==> src/rtl/pc_ctrl_pkg.sv <==
// Shared types for the fetch-PC redirect controller: FSM states, redirect causes
// (encoded so that numeric order equals priority) and the default reset vector.
package pc_ctrl_pkg;

    typedef enum logic [1:0] {
        S_BOOT,
        S_RUN,
        S_HOLD,
        S_FLUSH
    } state_e;

    typedef enum logic [2:0] {
        C_NONE = 3'd0,
        C_JMP  = 3'd1,
        C_BR   = 3'd2,
        C_MRET = 3'd3,
        C_TRAP = 3'd4
    } cause_e;

    localparam logic [31:0] DEFAULT_RESET_VEC = 32'h0;

endpackage

==> src/rtl/redirect_prio_sel.sv <==
// Combinational 4-way redirect priority mux: trap > mret > br > jmp.
module redirect_prio_sel
    import pc_ctrl_pkg::*;
#(
    parameter int unsigned XLEN = 32
) (
    input  logic            trap_valid,
    input  logic [XLEN-1:0] trap_vec,
    input  logic            mret_valid,
    input  logic [XLEN-1:0] mret_pc,
    input  logic            br_valid,
    input  logic [XLEN-1:0] br_target,
    input  logic            jmp_valid,
    input  logic [XLEN-1:0] jmp_target,
    output logic            valid,
    output cause_e          cause,
    output logic [XLEN-1:0] target
);

    always_comb begin
        valid  = 1'b1;
        cause  = C_NONE;
        target = '0;
        if (trap_valid) begin
            cause  = C_TRAP;
            target = trap_vec;
        end else if (mret_valid) begin
            cause  = C_MRET;
            target = mret_pc;
        end else if (br_valid) begin
            cause  = C_BR;
            target = br_target;
        end else if (jmp_valid) begin
            cause  = C_JMP;
            target = jmp_target;
        end else begin
            valid  = 1'b0;
        end
    end

endmodule

==> src/rtl/pc_redirect_ctrl.sv <==
// Fetch-PC sequencer: arbitrates redirects and back-pressure into npc/npc_en/stall_en,
// parks a redirect while fetch is busy, and opens a flush window after each redirect.
module pc_redirect_ctrl
    import pc_ctrl_pkg::*;
#(
    parameter int unsigned     XLEN         = 32,
    parameter logic [XLEN-1:0] RESET_VEC    = XLEN'(DEFAULT_RESET_VEC),
    parameter int unsigned     FLUSH_CYCLES = 2
) (
    input  logic            clock,
    input  logic            reset,
    input  logic            io_trap_valid,
    input  logic [XLEN-1:0] io_trap_vec,
    input  logic            io_mret_valid,
    input  logic [XLEN-1:0] io_mret_pc,
    input  logic            io_br_valid,
    input  logic [XLEN-1:0] io_br_target,
    input  logic            io_jmp_valid,
    input  logic [XLEN-1:0] io_jmp_target,
    input  logic            io_hazard_stall,
    input  logic            io_fetch_ready,
    output logic [XLEN-1:0] io_npc,
    output logic            io_npc_en,
    output logic            io_stall_en,
    output logic            io_flush,
    output logic            io_busy
);

    localparam int unsigned CW = (FLUSH_CYCLES > 1) ? $clog2(FLUSH_CYCLES) : 1;
    localparam state_e      AFTER_REDIRECT = (FLUSH_CYCLES > 1) ? S_FLUSH : S_RUN;
    localparam logic [CW-1:0] FLUSH_RELOAD = (FLUSH_CYCLES > 1) ? CW'(FLUSH_CYCLES - 1) : '0;

    state_e          state;
    logic [XLEN-1:0] pend_tgt;
    cause_e          pend_cause;
    logic [CW-1:0]   flush_cnt;

    logic            sel_valid;
    cause_e          sel_cause;
    logic [XLEN-1:0] sel_target;
    logic            in_flush;
    logic            take_new;
    logic [XLEN-1:0] hold_tgt;
    cause_e          hold_cause;

    // Inside the flush window only a trap is live; the others come from squashed instructions.
    assign in_flush = (state == S_FLUSH);

    redirect_prio_sel #(
        .XLEN(XLEN)
    ) u_prio_sel (
        .trap_valid (io_trap_valid),
        .trap_vec   (io_trap_vec),
        .mret_valid (io_mret_valid & ~in_flush),
        .mret_pc    (io_mret_pc),
        .br_valid   (io_br_valid & ~in_flush),
        .br_target  (io_br_target),
        .jmp_valid  (io_jmp_valid & ~in_flush),
        .jmp_target (io_jmp_target),
        .valid      (sel_valid),
        .cause      (sel_cause),
        .target     (sel_target)
    );

    assign take_new   = sel_valid && (sel_cause >= pend_cause);
    assign hold_tgt   = take_new ? sel_target : pend_tgt;
    assign hold_cause = take_new ? sel_cause  : pend_cause;

    always_comb begin
        io_npc      = '0;
        io_npc_en   = 1'b0;
        io_stall_en = 1'b0;
        io_flush    = 1'b0;
        io_busy     = (state != S_RUN);
        case (state)
            S_BOOT: begin
                io_npc    = RESET_VEC;
                io_npc_en = 1'b1;
                io_flush  = 1'b1;
            end
            S_RUN, S_FLUSH: begin
                io_flush = in_flush | sel_valid;
                if (sel_valid) begin
                    if (io_fetch_ready) begin
                        io_npc    = sel_target;
                        io_npc_en = 1'b1;
                    end else begin
                        io_stall_en = 1'b1;
                    end
                end else begin
                    io_stall_en = io_hazard_stall | ~io_fetch_ready;
                end
            end
            S_HOLD: begin
                io_flush = 1'b1;
                if (io_fetch_ready) begin
                    io_npc    = hold_tgt;
                    io_npc_en = 1'b1;
                end else begin
                    io_stall_en = 1'b1;
                end
            end
            default: ;
        endcase
    end

    always_ff @(posedge clock or negedge reset) begin
        if (!reset) begin
            state      <= S_BOOT;
            pend_tgt   <= '0;
            pend_cause <= C_NONE;
            flush_cnt  <= '0;
        end else begin
            case (state)
                S_BOOT: state <= S_RUN;
                S_RUN, S_FLUSH: begin
                    if (sel_valid) begin
                        if (io_fetch_ready) begin
                            state     <= AFTER_REDIRECT;
                            flush_cnt <= FLUSH_RELOAD;
                        end else begin
                            state      <= S_HOLD;
                            pend_tgt   <= sel_target;
                            pend_cause <= sel_cause;
                            flush_cnt  <= '0;
                        end
                    end else if (in_flush) begin
                        flush_cnt <= flush_cnt - CW'(1);
                        if (flush_cnt == CW'(1)) state <= S_RUN;
                    end
                end
                S_HOLD: begin
                    if (io_fetch_ready) begin
                        state      <= AFTER_REDIRECT;
                        flush_cnt  <= FLUSH_RELOAD;
                        pend_tgt   <= '0;
                        pend_cause <= C_NONE;
                    end else begin
                        pend_tgt   <= hold_tgt;
                        pend_cause <= hold_cause;
                    end
                end
                default: state <= S_BOOT;
            endcase
        end
    end

endmodule

==> config.mk <==
export PLATFORM = sky130hd
export DESIGN_NAME = pc_redirect_ctrl
export DESIGN_NICKNAME = d
export VERILOG_FILES = /design/src/rtl/pc_ctrl_pkg.sv /design/src/rtl/redirect_prio_sel.sv /design/src/rtl/pc_redirect_ctrl.sv
export SDC_FILE = /design/constraint.sdc
export NUM_CORES = 1
export LEC_CHECK = 0
export CAP_MARGIN = 20
export CORE_MARGIN = 2
export CORE_UTILIZATION = 25
export DETAILED_ROUTE_END_ITERATION = 10
export PLACE_DENSITY = 0.67
export SYNTH_ARGS = -nofsm -noshare
export SYNTH_HDL_FRONTEND = slang
export SYNTH_HIERARCHICAL = 1
export SYNTH_SLANG_ARGS = --single-unit
==> constraint.sdc <==
create_clock -name clock -period 7.35 [get_ports clock]
set_input_delay 1.8375 -clock clock [delete_from_list [all_inputs] [get_ports clock]]
set_output_delay 1.8375 -clock clock [all_outputs]
set_load 0.01 [all_outputs]
==> results of run 1 <==
[where the power goes]
group / total (mW) / switching (mW) / internal (mW)
sequential: 0.361 / 0.0605 / 0.301
combinational: 0.806 / 0.391 / 0.415
clock: 0.241 / 0.0810 / 0.160
total: 1.41 / 0.532 / 0.876
[state kept, by name (all words and copies together), names as in the netlist]
signal      count
pend_tgt       32
pend_cause      3
state           2
flush_cnt       1
[path summary, 6_finish.rpt]
path,to
max,io_npc[30]
min,pend_tgt[6]
max reg2reg,pend_tgt[4]
min reg2reg,pend_tgt[6]
max in group asynchronous,pend_tgt[28]
min in group asynchronous,pend_tgt[4]
[synthesized netlist by cell type]
cell type and instances:
sky130_fd_sc_hd__a22o_1 67, sky130_fd_sc_hd__dfrtp_1 38, sky130_fd_sc_hd__a21oi_1 31, sky130_fd_sc_hd__o22ai_1 31, sky130_fd_sc_hd__a22oi_1 28, sky130_fd_sc_hd__buf_2 21
sky130_fd_sc_hd__buf_6 8, sky130_fd_sc_hd__nand2_1 8, sky130_fd_sc_hd__nor2_1 6, sky130_fd_sc_hd__buf_4 5, sky130_fd_sc_hd__inv_1 5, sky130_fd_sc_hd__a22oi_2 3
sky130_fd_sc_hd__and2_1 3, sky130_fd_sc_hd__ha_1 3, sky130_fd_sc_hd__a21o_1 2, sky130_fd_sc_hd__a21oi_2 2, sky130_fd_sc_hd__nand2b_1 2, sky130_fd_sc_hd__nand2b_4 2
sky130_fd_sc_hd__nand3_1 2, sky130_fd_sc_hd__nand3b_1 2, sky130_fd_sc_hd__o21ai_0 2, sky130_fd_sc_hd__a2111oi_4 1, sky130_fd_sc_hd__a221oi_2 1, sky130_fd_sc_hd__a31o_2 1
sky130_fd_sc_hd__a31oi_1 1, sky130_fd_sc_hd__a31oi_4 1, sky130_fd_sc_hd__and2b_1 1, sky130_fd_sc_hd__buf_8 1, sky130_fd_sc_hd__nor2_2 1, sky130_fd_sc_hd__nor2_4 1
sky130_fd_sc_hd__nor2b_1 1, sky130_fd_sc_hd__nor2b_4 1, sky130_fd_sc_hd__nor3_2 1, sky130_fd_sc_hd__nor3b_1 1, sky130_fd_sc_hd__nor4b_4 1, sky130_fd_sc_hd__o21a_2 1
sky130_fd_sc_hd__o21ai_1 1, sky130_fd_sc_hd__o31ai_1 1, sky130_fd_sc_hd__or2_2 1, sky130_fd_sc_hd__or2b_1 1
[critical path, stage by stage]
cell and delay (ns):
sky130_fd_sc_hd__clkdlybuf4s50_1 0.40, sky130_fd_sc_hd__and2_2 0.20, sky130_fd_sc_hd__buf_4 0.22, sky130_fd_sc_hd__nor2_1 0.17, sky130_fd_sc_hd__nor2_1 0.09, sky130_fd_sc_hd__ha_1 0.37
sky130_fd_sc_hd__a2111oi_4 0.12, sky130_fd_sc_hd__nor3_4 0.61, sky130_fd_sc_hd__buf_4 0.36, sky130_fd_sc_hd__a22o_1 0.19, sky130_fd_sc_hd__clkdlybuf4s50_1 0.54
[routing by layer]
metal / GRT usage, % / up-vias / wire (um)
li1: - / 1472 / -
met1: 21.4 / 1456 / 4570
met2: 29.4 / 120 / 5060
met3: 4.12 / 4 / 995
met4: 2.95 / 0 / 53
met5: 0 / - / 0
[logic make-up (layout without fill, tap and decap cells)]
kind of cell | Yosys count | count (layout) | synth area share [%]
simple gates | 35 | 35 | 8.39
compound gates | 174 | 174 | 47.1
flops | 38 | 38 | 33.7
fa+ha+maj | 3 | 3 | 1.33
buf+inv | 40 | 195 | 9.46
[cell usage in the layout (no fill, tap or decap), drive strengths merged]
master and instances:
a21oi 33, o31ai 1, clkbuf 7, nand2 8, a22oi 31, a31oi 2
and2b 1, a21o 2, and2 3, o21a 1, o22ai 31, ha 3
nor4b 1, inv 5, nand3b 2, nor3 1, a221oi 1, bufinv 1
nor3b 1, or2b 1, a22o 67, buf 12, dfrtp 38, nand2b 4
or2 1, o21ai 3, nor2b 2, a2111oi 1, a31o 1, nor2 8
nand3 2, clkdlybuf4s50 170
[area by class of cell]
cell class	count	share of cell area, %
inverter	5	0.397
multi-input combinational	212	34.2
clock inverter	1	0.635
timing repair buffer	182	38.2
sequential	38	20.1
tap	140	3.70
clock buffer	7	2.80
[stage by stage]
stage | utilization (%) | cell area, um2 | cells
after floorplan | - | 2820 | 290
after global placement | 41.6 | 4550 | 576
after detailed placement | 41.6 | 4550 | 576
after CTS | 43.1 | 4720 | 584
after global routing | 43.2 | 4730 | 585
final | 43.2 | 4730 | 585
==> flow_summary.yaml, run 1 <==
run_status:
  run_status: "finished, final reports clean"
final_layout:
  area_growth_syn_to_layout_pct: 67.8
  antenna_cells_inserted: 0
  multiInputGateArea_mm2: 0.00162
  storage_element_area_um2: 951
  post_route_cells_drive_above_1_share_pct: 8.31
  num-nets-final: 583
  num-fill-cells: 1077
worst_hold_path:
  hold_path_startpoint: "pend_tgt[6]"
  holdCritPathClass: "flip-flop to flip-flop"
  hold_path_depth: 1
timing:
  timing.final.hold_violations: 0
  max_slew_margin_pct: 29.3
  grt_setup_unrepaired: "false"
  fin_worst_skew_ns: 0.00686
  report.final.slew_viol_count: 0
  min_period_over_period_pct: 94.5
  final.min_clock_period_ns: 6.95
  setup_viol: 0
  timing.final.ws_setup_ns: 0.401
  measured_slew_at_the_worst_slew_check_pin_ns: 1.06
  finalSetupTns_ns: 0
  maxClockFrequency_mhz: 144
  fin_hold_ws_ns: 0.504
place:
  io_buffers: 171
  post-place-ws_ns: 0.362
  globalplace.congestion: 0.742
  detailedPlacementHpwl_um: 7750
yosys:
  netlist.top_cell.by_area: "sky130_fd_sc_hd__dfrtp_1"
  syn_nets: 429
  post_synth_num_cell_types: 40
  netlist_top_cells_area: "sky130_fd_sc_hd__dfrtp_1, sky130_fd_sc_hd__a22o_1, sky130_fd_sc_hd__a22oi_1"
  synth.yosys.seq_area_share_pct: 33.7
  yosys.area.top_type_share_pct: 33.7
  netlist_area_mm2: 0.00282
  syn_inst: 290
  synth-seq-cells: 38
  ys.warnings.count: 6
  syn_area_per_cell_um2: 9.72
worst_setup_path:
  critPathMaxFanout: 21
  cp.required_ns: 5.51
  timing.critical_path.from_type: "input port"
  critPathArrivalTime_ns: 5.11
  worstRegToRegCells: 10
  critical_path_class: "input port to output pin"
  regToRegSetupSlack_ns: 3.94
  crit-reg2reg-launch: "state[0]"
  worstSetupStartpoint: "io_br_valid"
  worst_setup_path_end_kind: "output pin"
clock_network:
  postCtsSetupRepairBufs: 0
  cts_inserted_buffers: 5
  clkLatencyLatePin_ns: 0.28
  clock_tree_from_tritoncts: "done"
  cts_resized: 0
  clock_path_buffers: 2
  cts.sinks: 38
  clock-root-buffer: "sky130_fd_sc_hd__clkbuf_16"
  post_cts_hold_buffer_count: 0
  max_h_tree_level: 2
  clock_pin_slew_of_the_registers_on_the_worst_case_setup_and_hold_paths_ns: 0.06
routing:
  postRouteWirelength_um: 10700
  vias: 3052
  dr.pass1.iters: 4
  antenna_violating_nets_remaining: 0
  routedWlPerCell_um: 18.3
  post_drt_via_cell_ratio: 5.22
  post-route-drc-count: 0
  drt_iter0_markers: 164
global_route:
  grtUsageTotal_pct: 16.9
  grt_pass1_wl_um: 15900
  grt-ovfl-total: 0
  antenna_found_initial: 0
  first_global_vias: 3068
  maximum_number_of_pins_on_one_net_before_global_route_repair: 39
floorplanning:
  floorplan.initialDensity_pct: 25.8
  ios: 172
  core_area_mm2: 0.0109
  die_width_um: 110
  die_area_mm2: 0.0121
  num_rows: 38
  floorplan.die.height_um: 110
run:
  max_cap_violations: 0
pwr:
  vdd.ir_drop.worst_v: 0.000159
  power.density_mw_per_mm2: 298
  leakage_nw: 1.86
  power.total_mw: 1.41
Power figures use the tool's default switching activity.
==> run 2, diff against run 1 <==
CAP_MARGIN = not set   (was 20)
SETUP_SLACK_MARGIN = 0.1   (was not set)
==> flow_summary.yaml, run 2 (same netlist as run 1, synthesis figures left out) <==
run_status:
  run_status: "finished, final reports clean"
timing:
  min_period_over_period_pct: 94.5
  finalSetupTns_ns: 0
  max_slew_margin_pct: 27.3
  maxClockFrequency_mhz: 144
  timing.final.hold_violations: 0
  report.final.slew_viol_count: 0
  fin_worst_skew_ns: 0.00694
  setup_viol: 0
  final.min_clock_period_ns: 6.95
  timing.final.ws_setup_ns: 0.403
  grt_setup_unrepaired: "false"
  fin_hold_ws_ns: 0.504
  measured_slew_at_the_worst_slew_check_pin_ns: 1.09
global_route:
  grtUsageTotal_pct: 16.9
  maximum_number_of_pins_on_one_net_before_global_route_repair: 39
  first_global_vias: 3068
  grt-ovfl-total: 0
  antenna_found_initial: 0
  grt_pass1_wl_um: 15900
worst_setup_path:
  cp_slowest_cell: "sky130_fd_sc_hd__nor3_4"
  timing.critical_path.from_type: "input port"
  critical_path_class: "input port to output pin"
  cp.required_ns: 5.51
  worst_setup_path_end_kind: "output pin"
  slowest_delay_ns: 0.62
  worstPathCellList: "clkdlybuf4s50_1, and2_2, buf_4, nor2_1, nor2_1, ha_1, a2111oi_4, nor3_4, buf_4, a22o_1, clkdlybuf4s50_1"
  critPathMaxFanout: 21
  critPathArrivalTime_ns: 5.11
final_layout:
  largest_reg_flops: 32
  biggestRegsByFlops: "pend_tgt: 32 flops, pend_cause: 3 flops, state: 2 flops"
  num-nets-final: 582
  area_growth_syn_to_layout_pct: 67.4
  most-common-layout-cells: "sky130_fd_sc_hd__clkdlybuf4s50_1, sky130_fd_sc_hd__a22o_1, sky130_fd_sc_hd__dfrtp_1, sky130_fd_sc_hd__a21oi_1, sky130_fd_sc_hd__o22ai_1"
  antenna_cells_inserted: 0
  postLayoutCoreUtil_pct: 43.1
  instances_no_fill: 584
  post_route_cells_drive_above_1_share_pct: 8.11
  registers.top_by_ff_count: "pend_tgt"
  stdcell_area_mm2: 0.00472
  layout.cells.most_common: "sky130_fd_sc_hd__clkdlybuf4s50_1"
pwr:
  vdd.ir_drop.worst_v: 0.000158
  power.total_mw: 1.40
  leakage_nw: 1.85
  power.density_mw_per_mm2: 297
clock_network:
  postCtsSetupRepairBufs: 0
  clock-root-buffer: "sky130_fd_sc_hd__clkbuf_16"
  clkLatencyLatePin_ns: 0.28
  max_h_tree_level: 2
  cts_resized: 0
  clock_pin_slew_of_the_registers_on_the_worst_case_setup_and_hold_paths_ns: 0.06
  cts.sinks: 38
  cts_inserted_buffers: 5
  clock_path_buffers: 2
  clock_tree_from_tritoncts: "done"
  post_cts_hold_buffer_count: 0
routing:
  met3_length_um: 997
  postRouteWirelength_um: 10700
  met2_routed_length_um: 5020
  drt_iter0_markers: 172
  post-route-drc-count: 0
  antenna_violating_nets_remaining: 0
  wire_length_on_met1_um: 4610
  routedWlPerCell_um: 18.3
  routed.top_layer: "met4"
  post_drt_via_cell_ratio: 5.23
  vias: 3055
  dr.pass1.iters: 4
floorplanning:
  die_width_um: 110
  ios: 172
  floorplan.die.height_um: 110
  floorplan.initialDensity_pct: 25.8
  die_area_mm2: 0.0121
  num_rows: 38
  core_area_mm2: 0.0109
worst_hold_path:
  holdCritPathClass: "flip-flop to flip-flop"
run:
  max_cap_violations: 0
place:
  post_place_cells: 576
  post-place-ws_ns: 0.362
  io_buffers: 171
  globalplace.congestion: 0.742
  detailedPlacementHpwl_um: 7750
  placed_cell_area_mm2: 0.00455
==> run 2: worst paths after layout <==
check                       startpoint      endpoint  slack, ns  cells after the start
setup / recovery           io_br_valid    io_npc[30]       0.40                     11
hold / removal             pend_tgt[6]   pend_tgt[6]       0.50                      1
setup reg to reg              state[0]  pend_tgt[25]       3.78                     10
hold reg to reg            pend_tgt[6]   pend_tgt[6]       0.50                      1
max in group asynchronous        reset  pend_tgt[28]       5.11                      1
min in group asynchronous        reset   pend_tgt[4]       1.68                      1
==> run 2: layout make-up <==
| cell class | instances | area [um2] |
|---|---|---|
| Clock buffer | 7 | 133 |
| Clock inverter | 1 | 30.0 |
| Fill cell | 1076 | 6220 |
| Inverter | 5 | 18.8 |
| Multi-Input combinational cell | 212 | 1620 |
| Sequential cell | 38 | 951 |
| Tap cell | 140 | 175 |
| Timing Repair Buffer | 181 | 1790 |
==> run 2: layer usage <==
metal  track usage (%)  up-vias
met5                 0        -
met4              2.95        0
met3              4.12        4
met2              29.4      122
met1              21.4     1460
li1                  -     1469
==> run 2: report_power, final <==
| group | switching (mW) | internal, mW | total (mW) |
|---|---|---|---|
| registers | 0.0600 | 0.301 | 0.361 |
| logic | 0.389 | 0.411 | 0.801 |
| clock network | 0.0807 | 0.160 | 0.241 |
| total | 0.530 | 0.873 | 1.40 |
==> run 2: critical path, delay by kind of cell <==
kind / cells / cell delay [ns]
compound gates: 2 / 0.31
buf+inv: 4 / 1.52
simple gates: 4 / 1.08
fa+ha+maj: 1 / 0.37
==> run 3, diff against run 2 <==
CORE_MARGIN = not set   (was 2)
CORE_UTILIZATION = 41   (was 25)
PLACE_DENSITY = 0.95   (was 0.67)
==> flow_summary.yaml, run 3 (same netlist as run 1, synthesis figures left out) <==
worst_setup_path:
  timing.critical_path.from_type: "input port"
  critical_path_class: "input port to output pin"
  critPathArrivalTime_ns: 4.96
  worst_setup_path_end_kind: "output pin"
  cp.required_ns: 5.51
  critPathMaxFanout: 21
run_status:
  violations: "design-rule violations"
  run_status: "finished with violations"
clock_network:
  cts_inserted_buffers: 5
  cts_resized: 0
  clock-root-buffer: "sky130_fd_sc_hd__clkbuf_8"
  post_cts_hold_buffer_count: 0
  postCtsSetupRepairBufs: 0
  max_h_tree_level: 2
  clkLatencyLatePin_ns: 0.28
  cts.sinks: 38
  clock_pin_slew_of_the_registers_on_the_worst_case_setup_and_hold_paths_ns: 0.07
  clock_path_buffers: 2
  clock_tree_from_tritoncts: "done"
pwr:
  vdd.ir_drop.worst_v: 0.000201
  power.density_mw_per_mm2: 299
  clockPowerShare_pct: 15.6
  pwr-share-seq_pct: 26.5
  pwr-share-comb_pct: 57.9
  intPower_mw: 0.852
  leakage_nw: 1.83
  switching_share_pct: 37.9
  p_switching_mw: 0.520
  power.total_mw: 1.37
timing:
  timing.final.hold_violations: 0
  measured_slew_at_the_worst_slew_check_pin_ns: 1.10
  report.final.slew_viol_count: 0
  setup_viol: 0
  finalSetupTns_ns: 0
  max_slew_margin_pct: 26.8
  fin_worst_skew_ns: 0.00427
  maxClockFrequency_mhz: 147
  grt_setup_unrepaired: "false"
  min_period_over_period_pct: 92.4
  final.min_clock_period_ns: 6.80
final_layout:
  num-fill-cells: 495
  layout.cells.most_common: "sky130_fd_sc_hd__clkdlybuf4s50_1"
  area_growth_syn_to_layout_pct: 62.9
  registers.top_by_ff_count: "pend_tgt"
  most-common-layout-cells: "sky130_fd_sc_hd__clkdlybuf4s50_1, sky130_fd_sc_hd__a22o_1, sky130_fd_sc_hd__dfrtp_1, sky130_fd_sc_hd__a21oi_1, sky130_fd_sc_hd__o22ai_1"
  num-nets-final: 580
  post_route_cells_drive_above_1_share_pct: 7.92
  storage_element_area_um2: 951
  antenna_cells_inserted: 0
  multiInputGateArea_mm2: 0.00162
  largest_reg_flops: 32
  instances_no_fill: 519
  biggestRegsByFlops: "pend_tgt: 32 flops, pend_cause: 3 flops, state: 2 flops"
global_route:
  busiest_layer: "met2"
  grt_pass1_wl_um: 15200
  grtUsageMet2_pct: 47.3
  antenna_found_initial: 0
  grtUsageTotal_pct: 26.2
  gr-usage-met1_pct: 31.6
  maximum_number_of_pins_on_one_net_before_global_route_repair: 39
  grt-ovfl-total: 0
  grt_util_met3_pct: 6.13
  first_global_vias: 3210
routing:
  vias: 3121
  post_drt_via_cell_ratio: 6.01
  dr.pass1.iters: 8
  drt_iter0_markers: 154
  postRouteWirelength_um: 9630
  routedWlPerCell_um: 18.6
  antenna_violating_nets_remaining: 0
  post-route-drc-count: 13
floorplanning:
  core_area_mm2: 0.00649
  num_rows: 29
  die_width_um: 84.9
  floorplan.die.height_um: 84.9
  die_area_mm2: 0.00721
  ios: 172
  floorplan.initialDensity_pct: 43.4
place:
  globalplace.congestion: 0.785
  io_buffers: 171
  detailedPlacementHpwl_um: 6760
  post_place_cells: 510
run:
  max_cap_violations: 0
worst_hold_path:
  holdCritPathClass: "flip-flop to flip-flop"
-- run 3: cell count changes in the layout (fill, tap and decap cells not counted), sizes merged --
cell,delta
bufinv,+1
clkbuf,-1
nor3,+1
buf,-3
-- run 3: layer usage --
layer | up-vias | part of all wire, %
met5 | - | 0
met4 | 0 | 0.88
met3 | 8 | 7.9
met2 | 140 | 51
met1 | 1509 | 40
li1 | 1464 | -
-- run 3: final cells by class --
cell class | count | area share, %
well taps | 77 | 2.10
flip-flops and latches | 38 | 20.7
clock inverters | 2 | 1.31
clock buffers | 6 | 1.80
multi-input cells | 213 | 35.4
repair buffers | 178 | 38.3
inverters | 5 | 0.409
-- run 3: power groups by stage --
| stage | Combinational (mW) | Clock (mW) | Sequential, mW |
|---|---|---|---|
| 6_report | 0.795 | 0.214 | 0.363 |
| 3_5_place_dp | 0.780 | 0 | 0.363 |
| 5_1_grt | 0.860 | 0.228 | 0.375 |
| 4_1_cts | 0.786 | 0.219 | 0.361 |
| 3_3_place_gp | 0.754 | 0 | 0.358 |
| 2_1_floorplan | 0.531 | 0 | 0.341 |
-- run 3: critical path, cell delays in order --
cell and delay, ns:
sky130_fd_sc_hd__clkdlybuf4s50_1 0.46, sky130_fd_sc_hd__and2_1 0.21, sky130_fd_sc_hd__buf_4 0.29, sky130_fd_sc_hd__nor2_1 0.10, sky130_fd_sc_hd__nor2_1 0.18, sky130_fd_sc_hd__ha_1 0.32, sky130_fd_sc_hd__a2111oi_4 0.58, sky130_fd_sc_hd__nor3_4 0.23
sky130_fd_sc_hd__a22o_1 0.24, sky130_fd_sc_hd__clkdlybuf4s50_1 0.50
-- run 3: through the flow --
stage | hold WS [ns] | setup WS, ns | util (%) | cell area, um2
finish | 0.510 | 0.555 | 70.7 | 4590
global placement | 0.489 | 0.435 | 68.2 | 4430
global route | 0.525 | 0.421 | 70.7 | 4590
floorplan | 0.473 | 1.56 | - | 2820
CTS | 0.513 | 0.224 | 70.4 | 4570
detailed placement | 0.491 | 0.297 | 68.2 | 4430
-- run 3: worst paths after layout --
check | depth (start not counted) | slack (ns) | endpoint | start
min reg2reg | 1 | 0.51 | pend_tgt[26] | pend_tgt[26]
max | 10 | 0.55 | io_npc[0] | io_br_valid
max reg2reg | 10 | 3.86 | pend_tgt[6] | state[0]
min in group asynchronous | 1 | 1.64 | flush_cnt | reset
max in group asynchronous | 1 | 5.18 | pend_tgt[30] | reset
min | 1 | 0.51 | pend_tgt[26] | pend_tgt[26]
